$ cat config.mk
export PLATFORM = sky130hd
export DESIGN_NAME = lpbk_tx_arb_flat
export DESIGN_NICKNAME = d
export VERILOG_FILES = /design/src/rtl/lmac_pkg.sv /design/src/rtl/lpbk_tx_arb_if.sv /design/src/rtl/lpbk_tx_arb_sel.sv /design/src/rtl/lpbk_tx_arb.sv /design/src/flat_wrapper.sv
export SDC_FILE = /design/constraint.sdc
export NUM_CORES = 1
export LEC_CHECK = 0
export ABC_CLOCK_PERIOD_IN_PS = 3100
export BUFFER_PORTS_ARGS = -buffer_cell sky130_fd_sc_hd__buf_4
export CAP_MARGIN = 25
export CORE_MARGIN = 2
export CORE_UTILIZATION = 35
export DETAILED_ROUTE_END_ITERATION = 16
export SYNTH_ARGS = -nofsm -noshare
export SYNTH_HDL_FRONTEND = slang
export SYNTH_SLANG_ARGS = --single-unit
$ cat constraint.sdc
create_clock -name clk -period 3.1 [get_ports clk]
set_input_delay 0 -clock clk [delete_from_list [all_inputs] [get_ports clk]]
set_output_delay 0 -clock clk [all_outputs]
set_load 0.02 [all_outputs]
$ cat src/rtl/lmac_pkg.sv
// Shared types and constants for the loopback/host TX arbiter.
package lmac_pkg;

  // One-hot arbiter states
  typedef enum logic [3:0] {
    ST_IDLE = 4'h1,
    ST_HDR  = 4'h2,
    ST_DATA = 4'h4,
    ST_GAP  = 4'h8
  } arb_state_e;

  // arb_mode encodings
  localparam logic [1:0] MODE_HOST = 2'd0;
  localparam logic [1:0] MODE_LPBK = 2'd1;
  localparam logic [1:0] MODE_RR   = 2'd2;
  localparam logic [1:0] MODE_LPRI = 2'd3;

  // Source select encodings (arb_src / RR pointer)
  localparam logic SRC_HOST = 1'b0;
  localparam logic SRC_LPBK = 1'b1;

  // Byte count field inside the header qword
  localparam int BCNT_MSB = 15;
  localparam int BCNT_LSB = 0;

  localparam int QW_CNT_W = 14;

  // Data qwords following a header: ceil(bcnt/8), summed in 17 bits so
  // bcnt near 16'hFFFF does not wrap.
  function automatic logic [QW_CNT_W-1:0] bcnt_to_qw(input logic [15:0] bcnt);
    logic [16:0] sum;
    sum = {1'b0, bcnt} + 17'd7;
    return sum[16:3];
  endfunction

endpackage

$ cat src/rtl/lpbk_tx_arb_if.sv
// Bus bundle between the arbiter, its two source FIFOs and the TX MAC FIFO.
interface lpbk_tx_arb_if #(
  parameter int CNT_W = 16
);
  logic [1:0]       arb_mode;
  logic [63:0]      hst_data;
  logic             hst_empty;
  logic             hst_rd;
  logic [63:0]      lpb_data;
  logic             lpb_empty;
  logic             lpb_rd;
  logic             tx_mac_wr;
  logic [63:0]      tx_mac_data;
  logic             tx_mac_full;
  logic [12:0]      tx_mac_usedw;
  logic             arb_busy;
  logic             arb_src;
  logic [CNT_W-1:0] hst_pkt_cnt;
  logic [CNT_W-1:0] lpb_pkt_cnt;

  // Arbiter side
  modport master (
    input  arb_mode, hst_data, hst_empty, lpb_data, lpb_empty,
           tx_mac_full, tx_mac_usedw,
    output hst_rd, lpb_rd, tx_mac_wr, tx_mac_data, arb_busy, arb_src,
           hst_pkt_cnt, lpb_pkt_cnt
  );

  // FIFO / environment side
  modport slave (
    output arb_mode, hst_data, hst_empty, lpb_data, lpb_empty,
           tx_mac_full, tx_mac_usedw,
    input  hst_rd, lpb_rd, tx_mac_wr, tx_mac_data, arb_busy, arb_src,
           hst_pkt_cnt, lpb_pkt_cnt
  );
endinterface

$ cat src/rtl/lpbk_tx_arb_sel.sv
// Combinational grant logic: picks the next packet source from mode,
// FIFO emptiness and the round-robin pointer.
module lpbk_tx_arb_sel
  import lmac_pkg::*;
(
  input  logic [1:0] mode,
  input  logic       hst_empty,
  input  logic       lpb_empty,
  input  logic       rr_ptr,
  output logic       grant_valid,
  output logic       grant_src
);

  // Grant decode per arbitration mode
  always_comb begin
    grant_valid = 1'b0;
    grant_src   = SRC_HOST;
    case (mode)
      MODE_HOST: begin
        grant_valid = !hst_empty;
        grant_src   = SRC_HOST;
      end
      MODE_LPBK: begin
        grant_valid = !lpb_empty;
        grant_src   = SRC_LPBK;
      end
      MODE_RR: begin
        grant_valid = !hst_empty || !lpb_empty;
        // Pointer only matters when both sides have a packet waiting
        grant_src   = (!hst_empty && !lpb_empty) ? rr_ptr : hst_empty;
      end
      MODE_LPRI: begin
        grant_valid = !hst_empty || !lpb_empty;
        grant_src   = !lpb_empty;
      end
      default: begin
        grant_valid = 1'b0;
        grant_src   = SRC_HOST;
      end
    endcase
  end

endmodule

$ cat src/rtl/lpbk_tx_arb.sv
// Packet-granular arbiter sharing the TX MAC FIFO write port between the
// host and loopback streams. Whole packets only, never interleaved.
module lpbk_tx_arb
  import lmac_pkg::*;
#(
  parameter logic [12:0] USEDW_THR = 13'h300,
  parameter int          CNT_W     = 16
) (
  input  logic          clk,
  input  logic          reset,
  lpbk_tx_arb_if.master bus
);

  arb_state_e            state_q, state_d;
  logic                  src_q, src_d;
  logic                  rr_q, rr_d;
  logic [1:0]            mode_q, mode_d;
  logic [QW_CNT_W-1:0]   qw_cnt_q, qw_cnt_d;
  logic                  wr_q, wr_d;
  logic [63:0]           data_q, data_d;
  logic [CNT_W-1:0]      hcnt_q, hcnt_d;
  logic [CNT_W-1:0]      lcnt_q, lcnt_d;

  logic                  grant_valid;
  logic                  grant_src;
  logic                  sel_empty;
  logic [63:0]           sel_data;
  logic                  pop;

  lpbk_tx_arb_sel u_sel (
    .mode        (bus.arb_mode),
    .hst_empty   (bus.hst_empty),
    .lpb_empty   (bus.lpb_empty),
    .rr_ptr      (rr_q),
    .grant_valid (grant_valid),
    .grant_src   (grant_src)
  );

  assign sel_empty = (src_q == SRC_LPBK) ? bus.lpb_empty : bus.hst_empty;
  assign sel_data  = (src_q == SRC_LPBK) ? bus.lpb_data  : bus.hst_data;

  // A qword moves when a transfer state has data and room downstream;
  // reset blocks it so an aborted packet loses nothing further upstream.
  assign pop = ((state_q == ST_HDR) || (state_q == ST_DATA)) &&
               !sel_empty && !bus.tx_mac_full && !reset;

  assign bus.hst_rd      = pop && (src_q == SRC_HOST);
  assign bus.lpb_rd      = pop && (src_q == SRC_LPBK);
  assign bus.tx_mac_wr   = wr_q;
  assign bus.tx_mac_data = data_q;
  assign bus.arb_busy    = (state_q != ST_IDLE);
  assign bus.arb_src     = src_q;
  assign bus.hst_pkt_cnt = hcnt_q;
  assign bus.lpb_pkt_cnt = lcnt_q;

  // Next-state, qword counter, packet counters and write-register inputs
  always_comb begin
    state_d  = state_q;
    src_d    = src_q;
    rr_d     = rr_q;
    mode_d   = mode_q;
    qw_cnt_d = qw_cnt_q;
    hcnt_d   = hcnt_q;
    lcnt_d   = lcnt_q;
    wr_d     = pop;
    data_d   = pop ? sel_data : data_q;

    case (state_q)
      ST_IDLE: begin
        if (!bus.tx_mac_full && (bus.tx_mac_usedw <= USEDW_THR) && grant_valid) begin
          state_d = ST_HDR;
          src_d   = grant_src;
          mode_d  = bus.arb_mode;
        end
      end
      ST_HDR: begin
        if (pop) begin
          qw_cnt_d = bcnt_to_qw(sel_data[BCNT_MSB:BCNT_LSB]);
          if (src_q == SRC_LPBK) lcnt_d = lcnt_q + 1'b1;
          else                   hcnt_d = hcnt_q + 1'b1;
          state_d = (qw_cnt_d == '0) ? ST_GAP : ST_DATA;
        end
      end
      ST_DATA: begin
        if (pop) begin
          qw_cnt_d = qw_cnt_q - 1'b1;
          if (qw_cnt_q == QW_CNT_W'(1)) state_d = ST_GAP;
        end
      end
      ST_GAP: begin
        // Mode captured at grant time decides pointer movement
        if (mode_q == MODE_RR) rr_d = ~src_q;
        state_d = ST_IDLE;
      end
      default: state_d = ST_IDLE;
    endcase
  end

  // State and output registers
  always_ff @(posedge clk) begin
    if (reset) begin
      state_q  <= ST_IDLE;
      src_q    <= SRC_HOST;
      rr_q     <= SRC_HOST;
      mode_q   <= MODE_HOST;
      qw_cnt_q <= '0;
      wr_q     <= 1'b0;
      data_q   <= '0;
      hcnt_q   <= '0;
      lcnt_q   <= '0;
    end else begin
      state_q  <= state_d;
      src_q    <= src_d;
      rr_q     <= rr_d;
      mode_q   <= mode_d;
      qw_cnt_q <= qw_cnt_d;
      wr_q     <= wr_d;
      data_q   <= data_d;
      hcnt_q   <= hcnt_d;
      lcnt_q   <= lcnt_d;
    end
  end

endmodule

$ cat src/flat_wrapper.sv
// flat-port wrapper written by rule: the top's interface ports become plain ports
module lpbk_tx_arb_flat import lmac_pkg::*;
#(
  parameter logic [12:0] USEDW_THR = 13'h300,
  parameter int          CNT_W     = 16
)
  (clk, reset, bus_arb_mode, bus_hst_data, bus_hst_empty, bus_lpb_data, bus_lpb_empty, bus_tx_mac_full, bus_tx_mac_usedw, bus_hst_rd, bus_lpb_rd, bus_tx_mac_wr, bus_tx_mac_data, bus_arb_busy, bus_arb_src, bus_hst_pkt_cnt, bus_lpb_pkt_cnt);
  lpbk_tx_arb_if #(.CNT_W(CNT_W)) bus_i ();
  input  logic clk;
  input  logic reset;
  input wire logic [$bits(bus_i.arb_mode)-1:0] bus_arb_mode;
  input wire logic [$bits(bus_i.hst_data)-1:0] bus_hst_data;
  input wire logic [$bits(bus_i.hst_empty)-1:0] bus_hst_empty;
  input wire logic [$bits(bus_i.lpb_data)-1:0] bus_lpb_data;
  input wire logic [$bits(bus_i.lpb_empty)-1:0] bus_lpb_empty;
  input wire logic [$bits(bus_i.tx_mac_full)-1:0] bus_tx_mac_full;
  input wire logic [$bits(bus_i.tx_mac_usedw)-1:0] bus_tx_mac_usedw;
  output wire logic [$bits(bus_i.hst_rd)-1:0] bus_hst_rd;
  output wire logic [$bits(bus_i.lpb_rd)-1:0] bus_lpb_rd;
  output wire logic [$bits(bus_i.tx_mac_wr)-1:0] bus_tx_mac_wr;
  output wire logic [$bits(bus_i.tx_mac_data)-1:0] bus_tx_mac_data;
  output wire logic [$bits(bus_i.arb_busy)-1:0] bus_arb_busy;
  output wire logic [$bits(bus_i.arb_src)-1:0] bus_arb_src;
  output wire logic [$bits(bus_i.hst_pkt_cnt)-1:0] bus_hst_pkt_cnt;
  output wire logic [$bits(bus_i.lpb_pkt_cnt)-1:0] bus_lpb_pkt_cnt;
  assign bus_i.arb_mode = bus_arb_mode;
  assign bus_i.hst_data = bus_hst_data;
  assign bus_i.hst_empty = bus_hst_empty;
  assign bus_i.lpb_data = bus_lpb_data;
  assign bus_i.lpb_empty = bus_lpb_empty;
  assign bus_i.tx_mac_full = bus_tx_mac_full;
  assign bus_i.tx_mac_usedw = bus_tx_mac_usedw;
  assign bus_hst_rd = bus_i.hst_rd;
  assign bus_lpb_rd = bus_i.lpb_rd;
  assign bus_tx_mac_wr = bus_i.tx_mac_wr;
  assign bus_tx_mac_data = bus_i.tx_mac_data;
  assign bus_arb_busy = bus_i.arb_busy;
  assign bus_arb_src = bus_i.arb_src;
  assign bus_hst_pkt_cnt = bus_i.hst_pkt_cnt;
  assign bus_lpb_pkt_cnt = bus_i.lpb_pkt_cnt;
  lpbk_tx_arb #(.USEDW_THR(USEDW_THR), .CNT_W(CNT_W)) u_core (.clk(clk), .reset(reset), .bus(bus_i));
endmodule
==> impl_results.md, run 1 <==
* Vias per inst at 5.05
* Top delay family on crit path: buffers and inverters
* Worst skew pair latency at 0.42 ns
* Post-synth EDFFs at 0
* Grt ovf at 0
* Syn_area_per_cell at 8.93 um2
* Critical path class: flip-flop to primary output
* Fillers at 1,597
* Residual DRC at 0
* CTS tree: done
* Area delta synth->final at 59.2%
* Worst-case reg-to-reg path depth at 6
* Relative slew slack at 44.7%
* Via Count at 6,372
* Clk buf depth at 2
* Leak Pwr at 3.73 nW
* DRT iter0 DRCs at 282
* Largest fanout on the critical path at 57
* Initial antenna violation count at 0
* Pwr dens at 394 mW/mm2
* Worst reg2reg startpoint: u_core.bus.arb_src
* Peak VDD IR at 0.000364 V
* Worst path buffer plus inverter count at 3
* Setup violators final at 0
* Most common cell after layout, fill and taps aside: buf_4
* Reg-to-reg slack, setup at 0.52 ns
* Routed WL per cell at 15.4 um
* Worst-path clk slew at 0.06 ns
* Highest clock rate at 354 MHz
* CP Data Required Time at 3.10 ns
* CTS root buffer: clkbuf_16
* Worst-Margin Slew at 0.830 ns
* HP Class: input pin to flip-flop
* Die Y at 137 um
* Antenna-violating nets left at 0
* Mapped Nets at 844
* FFs w/ async S/R, synth at 0%
* Hold path start: bus_lpb_data[22]
* Hold depth at 3
* Overall power at 0.00388 W
* Worst stage delay on the critical path at 0.60 ns
* Share of layout cells above drive strength 1 at 30.3%
* Area after DPL at 0.00817 mm2
* RSZ-0062 raised after global routing: no
* Number of diodes at 0
* Synth warn at 0
* Critical path endpoint category: primary output
* Worst R2R End: u_core.bus.tx_mac_data[40]
* Crit path time final at 2.83 ns
* Rows at 48
* Post-synth cell types at 70
* CP max-delay cell: dfxtp_4
* I/O pin cnt at 249
* Die area at 0.0187 mm2
* WL final at 19,500 um
* Cell Area, Synth at 0.00618 mm2
* Clock Sinks at 119
* Status: finished clean
* Seq/Total Area, Yosys at 38.6%
* First-pass GRT wire length at 29,600 um
* Hpwl dp at 12,900 um
* Most frequent cells in the layout: buf_4 (254), dfxtp_1 (118), nor2_1 (110), dlygate4sd3_1 (106), a211oi_1 (68)
* Post-Syn Instances at 692
* Initial DRT Pass Iterations at 4
* RD Place Congestion at 0.795
* Vias in the first global route at 5,986
* Max-cap violations at 0
* Setup tns final at 0 ns
* Num CTS Buffers at 17
* Crit path cell chain: mux2i_1, o211ai_2, inv_6, buf_12, and2_1, buf_4
* Worst Skew at 0.00892 ns
* Startpoint types: flip-flop
* Starting Density at 35.7%
* Area of the core at 0.0173 mm2
* WP data arrival at 2.83 ns
* Core Util, Final at 56.9%
* NumNets Final at 1,177
* Design Area, Final at 0.00984 mm2
* GRT Total Usage at 20.0%
* Largest net degree at the start of global routing at 74
* H-Tree Level Count at 4
* Flip-flop and latch count after synthesis at 119
* Dominant synthesized flop cell: dfxtp_1
* Final Max Tran Viols at 0
* Port bufs at 248
* Worst hold path endpoint: u_core.bus.tx_mac_data[22]
* Final period util at 91.2%
* Die W at 137 um
* Hold Violations, Final at 0
cell type report:
cell class	instances	area [um2]	share of cell area, %
multi-input combinational	509	3500	35.6
timing repair buffer	363	3040	30.9
sequential	119	2390	24.3
clock buffer	19	454	4.62
tap	225	282	2.86
clock inverter	13	121	1.23
inverter	15	61.3	0.623
stage by stage:
| stage | hold WS, ns | worst slack (ns) | instances |
|---|---|---|---|
| after CTS | 0.00118 | 0.0733 | 1262 |
| final | 0.0137 | 0.272 | 1263 |
| after global placement | 0.270 | 0.610 | 1124 |
| after detailed placement | 0.271 | 0.436 | 1124 |
| after floorplan | 0.147 | 1.08 | 692 |
| after global routing | 0.0140 | 0.0510 | 1263 |
how the worst max path moves through the flow:
stage	to	start	cells past startpoint	slack [ns]
6_report	bus_lpb_rd	u_core.bus.arb_src	6	0.27
5_1_grt	bus_lpb_rd	u_core.bus.arb_src	6	0.05
4_1_cts	bus_lpb_rd	u_core.bus.arb_src	6	0.07
3_5_place_dp	u_core.bus.tx_mac_data[48]	u_core.bus.arb_src	6	0.44
3_3_place_gp	u_core.bus.tx_mac_data[15]	u_core.bus.arb_src	6	0.61
2_1_floorplan	u_core.qw_cnt_q[7]	u_core.bus.arb_src	8	1.08
worst reg2reg max path: stages, from the launching register on:
cell and delay, ns:
dfxtp_4 0.60, mux2i_1 0.48, o211ai_2 0.37, inv_6 0.36
buf_12 0.29, nor2_1 0.11, a211oi_1 0.27
report_power, final:
group | leakage, nW | switching, W | internal (W)
registers | 0.959 | 0.00000392 | 0.00153
logic | 2.50 | 0.000160 | 0.000267
clock network | 0.267 | 0.000763 | 0.00115
total | 3.73 | 0.000927 | 0.00295
cells in the mapped netlist (5+ instances only):
library cell,number,area share (%)
a211oi_1,68,8.3
nor2_1,110,6.7
o21ai_0,12,0.97
a31oi_1,5,0.51
o22ai_1,5,0.51
nand3_1,27,2.2
nand2_1,24,1.5
dfxtp_1,119,39
xnor2_1,32,4.5
mux2i_1,67,11
xor2_1,6,0.85
clkbuf_1,17,1.0
buf_2,23,1.9
a22oi_1,5,0.61
nor3_1,16,1.3
nor4_1,22,2.2
nand4_1,11,1.1
inv_1,14,0.85
nand3b_1,8,0.97
or3_1,5,0.51
a21oi_1,17,1.4
sequential cells by signal (all words and copies together), names as in the netlist:
| signal | flops |
|---|---|
| u_core.bus.tx_mac_data | 64 |
| u_core.bus.hst_pkt_cnt | 16 |
| u_core.bus.lpb_pkt_cnt | 16 |
| u_core.qw_cnt_q | 14 |
| u_core.state_q | 4 |
| u_core.mode_q | 2 |
| u_core.bus.arb_src | 1 |
| u_core.bus.tx_mac_wr | 1 |
| u_core.rr_q | 1 |
kinds of logic after synthesis:
| kind of cell | Yosys count | synth area share (%) |
|---|---|---|
| AO/OA/AOI/OAI | 137 | 16.4 |
| AND/OR/NAND/NOR | 260 | 22.5 |
| flip-flops | 119 | 38.6 |
| buffers and inverters | 64 | 4.84 |
| XOR/XNOR | 38 | 5.39 |
| multiplexers | 70 | 11.4 |
| adder cells (fa/ha/maj) | 4 | 0.810 |
routing by layer:
| metal | up-vias | part of all wire [%] | GRT usage, % |
|---|---|---|---|
| li1 | 3215 | - | - |
| met1 | 2928 | 42 | 24.2 |
| met2 | 196 | 49 | 33.1 |
| met3 | 33 | 5.9 | 6.07 |
| met4 | 0 | 2.8 | 8.25 |
| met5 | - | 0 | 0 |
timing repair:
item,in CTS,in global routing
hold endpoints to repair,57,0
setup buffers,0,1
gates resized for setup,0,1
hold buffers,106,0
endpoints found under the setup margin,0,1
No activity file was read; power rests on OpenSTA's default activity.
==> run 2: changes to the inputs <==
Settings changed: ABC_CLOCK_PERIOD_IN_PS 3100 to 3300, CORE_ASPECT_RATIO set to 1.25.
Clock period 3.1 ns to 3.3 ns, I/O delays scaled along.
==> impl_results.md, run 2 (synthesis gave the netlist of run 1 again) <==
* Initial antenna violation count at 0 (unchanged)
* Largest register FFs at 64 (unchanged)
* Final period util at 82.1%
* Most frequent cells in the layout: buf_4 (254), dfxtp_1 (118), nor2_1 (110), dlygate4sd3_1 (98), a211oi_1 (68) (was buf_4 (254), dfxtp_1 (118), nor2_1 (110), dlygate4sd3_1 (106), a211oi_1 (68))
* WL final at 19,400 um (was 19,500 um)
* Worst skew pair latency at 0.41 ns (was 0.42 ns)
* Startpoint types: flip-flop (unchanged)
* Setup tns final at 0 ns (unchanged)
* WP data arrival at 2.71 ns (was 2.83 ns)
* Post-CTS Setup Bufs at 0 (unchanged)
* Highest clock rate at 369 MHz
* CTS root buffer: clkbuf_16 (unchanged)
* First-pass GRT wire length at 30,900 um (was 29,600 um)
* Worst hold path endpoint: u_core.bus.tx_mac_data[17] (was u_core.bus.tx_mac_data[22])
* Num CTS Buffers at 17 (unchanged)
* Critical path class: flip-flop to primary output (unchanged)
* Share of layout cells above drive strength 1 at 30.5% (was 30.3%)
* Place WS at 0.849 ns (was 0.436 ns)
* Grt ovf at 0 (unchanged)
* GRT Total Usage at 20.4% (was 20.0%)
* Die Y at 153 um (was 137 um)
* Hold path start: bus_hst_data[17] (was bus_lpb_data[22])
* Met3 WL at 1260 um (was 1150 um)
* Worst R2R End: u_core.qw_cnt_q[10] (was u_core.bus.tx_mac_data[40])
* Hold Violations, Final at 0 (unchanged)
* Number of diodes at 0 (unchanged)
* Worst-path clk slew at 0.06 ns (about the same)
* Vias per inst at 5.05 (about the same)
* Top layer reached by signal wires: met4 (unchanged)
* Crit path time final at 2.71 ns
* Largest fanout on the critical path at 57 (unchanged)
* HP Class: input pin to flip-flop (unchanged)
* Clk buf depth at 2 (unchanged)
* Routed WL per cell at 15.5 um (was 15.4 um)
* Post-CTS sizing at 0 (unchanged)
* Initial DRT Pass Iterations at 5 (was 4)
* Final WS setup at 0.589 ns (was 0.272 ns)
* DRT iter0 DRCs at 371 (was 282)
* Leak Pwr at 3.66 nW (was 3.73 nW)
* Vias in the first global route at 6,228 (was 5,986)
* Wire length on met2 at 9870 um (was 9530 um)
* Rows at 54 (was 48)
* Most common cell after layout, fill and taps aside: buf_4 (unchanged)
* Worst reg2reg startpoint: u_core.bus.arb_src (unchanged)
* Area of the core at 0.0174 mm2 (was 0.0173 mm2)
* RSZ-0062 raised after global routing: no (unchanged)
* Worst Skew at 0.00830 ns (was 0.00892 ns)
* Clock Sinks at 119 (unchanged)
* Setup violators final at 0 (unchanged)
* Die W at 123 um (was 137 um)
* CP Data Required Time at 3.30 ns (was 3.10 ns)
* Worst-Margin Slew at 0.782 ns (was 0.830 ns)
* Die area at 0.0187 mm2 (about the same)
* Final Max Tran Viols at 0 (unchanged)
* H-Tree Level Count at 4 (unchanged)
* Hold Slack at 0.00994 ns (was 0.0137 ns)
* Met1 WL at 8080 um (was 8260 um)
* I/O pin cnt at 249 (unchanged)
* Residual DRC at 0 (unchanged)
* Pwr dens at 363 mW/mm2 (was 394 mW/mm2)
* Max-cap violations at 0 (unchanged)
* Hpwl dp at 13,100 um (was 12,900 um)
* Critical path endpoint category: primary output (unchanged)
* Peak VDD IR at 0.000269 V (was 0.000364 V)
* RD Place Congestion at 0.857 (was 0.795)
* Status: finished clean (unchanged)
* Port bufs at 248 (unchanged)
* Area delta synth->final at 56.9% (was 59.2%)
* Final Instance Count excl. Fillers at 1,253 (was 1,263)
* Reg-to-reg slack, setup at 0.86 ns (was 0.52 ns)
* Via Count at 6,332 (was 6,372)
* Core Util, Final at 55.8% (was 56.9%)
* Starting Density at 35.6% (was 35.7%)
* Largest net degree at the start of global routing at 72 (was 74)
* Placed cell count at 1,123 (was 1,124)
* Hold depth at 3 (unchanged)
* Worst-case reg-to-reg path depth at 6 (unchanged)
* Relative slew slack at 47.8% (was 44.7%)
* Antenna-violating nets left at 0 (unchanged)
* NumNets Final at 1,168 (was 1,177)
* CTS tree: done (unchanged)
run 2: worst max-delay path, cell delays in order, from the launching register on:
cell	delay, ns
dfxtp_4	0.52
mux2i_1	0.43
o211ai_2	0.33
inv_4	0.40
buf_12	0.29
and2_1	0.16
buf_4	0.14
run 2: through the flow:
| step | total power, W | instance area (um2) |
|---|---|---|
| 2_1_floorplan | 0.00158 | 6180 |
| 3_3_place_gp | 0.00177 | 8170 |
| 3_5_place_dp | 0.00177 | 8170 |
| 4_1_cts | 0.00356 | 9680 |
| 5_1_grt | 0.00367 | 9690 |
| 6_report | 0.00352 | 9690 |
run 2: layer usage:
metal	global-route usage [%]	up-vias
li1	-	3202
met1	24.4	2931
met2	36.4	183
met3	4.60	16
met4	5.20	0
met5	0	-
run 2: timing repair:
item | 4_1_cts | 5_1_grt
setup endpoints to repair | 0 | 0
hold endpoints to repair | 53 | 1
hold buffers | 97 | 1
run 2: where the power goes:
group / switching [W] / leakage, nW / internal (W)
Clock: 0.000700 / 0.247 / 0.000978
Sequential: 0.00000285 / 0.959 / 0.00144
Combinational: 0.000154 / 2.46 / 0.000243
run 2: layout make-up:
cell class	instances	area, um2
fill	1566	7670
multi-input combinational	509	3500
timing repair buffer	354	2930
sequential	119	2390
clock buffer	18	439
tap	224	280
clock inverter	14	103
inverter	15	58.8
run 2: worst max path at each step:
| stage | start | to | depth (start not counted) |
|---|---|---|---|
| after global routing | u_core.bus.arb_src | bus_lpb_rd | 6 |
| after global placement | u_core.bus.arb_src | u_core.qw_cnt_q[11] | 6 |
| after CTS | u_core.bus.arb_src | bus_lpb_rd | 6 |
| after floorplan | u_core.bus.arb_src | u_core.qw_cnt_q[7] | 8 |
| after detailed placement | u_core.bus.arb_src | u_core.qw_cnt_q[11] | 6 |
| final | u_core.bus.arb_src | bus_lpb_rd | 6 |
==> run 3: changes to the inputs <==
Settings changed: ABC_CLOCK_PERIOD_IN_PS 3300 to 2500.
Clock period 3.3 ns to 2.5 ns, I/O delays scaled along.
==> impl_results.md, run 3 (synthesis gave the netlist of run 1 again) <==
* Die W at 123 um (unchanged)
* Worst reg2reg startpoint: u_core.bus.arb_src (unchanged)
* Initial DRT Pass Iterations at 4 (was 5)
* Final period util at 94.0%
* Clock Sinks at 119 (unchanged)
* Critical path endpoint category: primary output (unchanged)
* Final Max Tran Viols at 0 (unchanged)
* Number of diodes at 0 (unchanged)
* GRT Total Usage at 20.6% (was 20.4%)
* Pwr dens at 514 mW/mm2 (was 363 mW/mm2)
* Hold depth at 3 (unchanged)
* Worst hold path endpoint: u_core.bus.tx_mac_data[41] (was u_core.bus.tx_mac_data[17])
* Residual DRC at 0 (unchanged)
* Hpwl dp at 13,500 um (was 13,100 um)
* Peak VDD IR at 0.000360 V (was 0.000269 V)
* Grt ovf at 0 (unchanged)
* Leak Pwr at 3.73 nW (was 3.66 nW)
* Hold Violations, Final at 0 (unchanged)
* Via Count at 6,353 (was 6,332)
* Rows at 54 (unchanged)
* I/O pin cnt at 249 (unchanged)
* Initial antenna violation count at 0 (unchanged)
* CP Data Required Time at 2.50 ns (was 3.30 ns)
* Status: finished clean (unchanged)
* CTS root buffer: clkbuf_16 (unchanged)
* Max-cap violations at 0 (unchanged)
* DRT iter0 DRCs at 345 (was 371)
* Setup tns final at 0 ns (unchanged)
* Die Y at 153 um (unchanged)
* Final WS setup at 0.150 ns (was 0.589 ns)
* Largest fanout on the critical path at 61 (was 57)
* Port bufs at 248 (unchanged)
* Crit path time final at 2.35 ns
* CTS tree: done (unchanged)
* Place WS at 0.331 ns (was 0.849 ns)
* Worst Skew at 0.00645 ns (was 0.00830 ns)
* HP Class: input pin to flip-flop (unchanged)
* Worst skew pair latency at 0.41 ns (about the same)
* Starting Density at 35.6% (unchanged)
* Routed WL per cell at 15.8 um (was 15.5 um)
* Setup violators final at 0 (unchanged)
* Worst-path clk slew at 0.06 ns (about the same)
* Startpoint types: flip-flop (unchanged)
* Critical path class: flip-flop to primary output (unchanged)
* Largest register FFs at 64 (unchanged)
* Antenna-violating nets left at 0 (unchanged)
* Post-CTS Setup Bufs at 0 (unchanged)
* RSZ-0062 raised after global routing: no (unchanged)
* WP data arrival at 2.35 ns (was 2.71 ns)
* Vias per inst at 5.07 (was 5.05)
* Highest clock rate at 425 MHz
* H-Tree Level Count at 4 (unchanged)
* Area of the core at 0.0174 mm2 (unchanged)
* Worst-Margin Slew at 0.632 ns (was 0.782 ns)
* First-pass GRT wire length at 30,900 um (about the same)
* Reg-to-reg slack, setup at 0.25 ns (was 0.86 ns)
* Worst R2R End: u_core.bus.tx_mac_data[28] (was u_core.qw_cnt_q[10])
* Worst-case reg-to-reg path depth at 4 (was 6)
* Area delta synth->final at 58.3% (was 56.9%)
* WL final at 19,900 um (was 19,400 um)
* Clk buf depth at 2 (unchanged)
* Most frequent cells in the layout: buf_4 (260), dfxtp_1 (118), nor2_1 (110), dlygate4sd3_1 (91), a211oi_1 (68) (was buf_4 (254), dfxtp_1 (118), nor2_1 (110), dlygate4sd3_1 (98), a211oi_1 (68))
* Die area at 0.0187 mm2 (unchanged)
* Most common cell after layout, fill and taps aside: buf_4 (unchanged)
* Vias in the first global route at 6,128 (was 6,228)
* NumNets Final at 1,168 (unchanged)
* Hold path start: bus_lpb_data[41] (was bus_hst_data[17])
* Relative slew slack at 57.9% (was 47.8%)
* Num CTS Buffers at 17 (unchanged)
* Largest net degree at the start of global routing at 118 (was 72)
* RD Place Congestion at 0.819 (was 0.857)
* Share of layout cells above drive strength 1 at 31.2% (was 30.5%)
run 3: power by group:
| group | switching (W) | total, W | internal (W) |
|---|---|---|---|
| clock | 0.000885 | 0.00260 | 0.00172 |
| sequential | 0.00000386 | 0.00190 | 0.00190 |
| combinational | 0.000204 | 0.000523 | 0.000319 |
| total | 0.00109 | 0.00503 | 0.00393 |
run 3: critical path, stage by stage, from the launching register on:
cell	delay [ns]
dfxtp_4	0.53
mux2i_2	0.38
o211ai_2	0.18
inv_4	0.24
buf_12	0.28
and2_1	0.16
buf_4	0.14
run 3: repair_timing:
item | 4_1_cts | 5_1_grt
resized for setup | 0 | 1
hold buffers | 91 | 0
endpoints found under the hold margin | 51 | 0
endpoints found under the setup margin | 0 | 1
run 3: through the flow:
stage	area, um2	util (%)	total power (W)	instances	hold slack, ns
after floorplan	6180	-	0.00209	692	0.147
after global placement	8230	47.4	0.00234	1130	0.268
after detailed placement	8230	47.4	0.00234	1130	0.273
after CTS	9780	56.3	0.00508	1253	0.000368
after global routing	9780	56.3	0.00521	1253	0.00792
final	9780	56.3	0.00503	1253	0.00949
run 3: layout make-up:
| cell class | count | area [um2] |
|---|---|---|
| fill | 1598 | 7580 |
| multi-input combinational | 509 | 3500 |
| timing repair buffer | 354 | 2920 |
| sequential | 119 | 2390 |
| clock buffer | 20 | 457 |
| tap | 224 | 280 |
| clock inverter | 12 | 175 |
| inverter | 15 | 58.8 |
run 3: how the worst max path moves through the flow:
stage	cells after the start	from	slack [ns]	to
finish	6	u_core.bus.arb_src	0.15	bus_lpb_rd
global route	6	u_core.bus.arb_src	0.03	bus_lpb_rd
CTS	6	u_core.bus.arb_src	0.09	bus_lpb_rd
detailed placement	5	u_core.bus.arb_src	0.33	u_core.bus.hst_pkt_cnt[15]
global placement	5	u_core.bus.arb_src	0.35	u_core.bus.hst_pkt_cnt[15]
floorplan	8	u_core.bus.arb_src	0.48	u_core.qw_cnt_q[7]
run 3: per-layer routing:
layer | vias to the layer above | track usage (%) | routed length, um
met5 | - | 0 | 0
met4 | 0 | 6.51 | 335
met3 | 23 | 4.98 | 1380
met2 | 201 | 36.5 | 10100
met1 | 2929 | 23.8 | 8010
li1 | 3200 | - | -
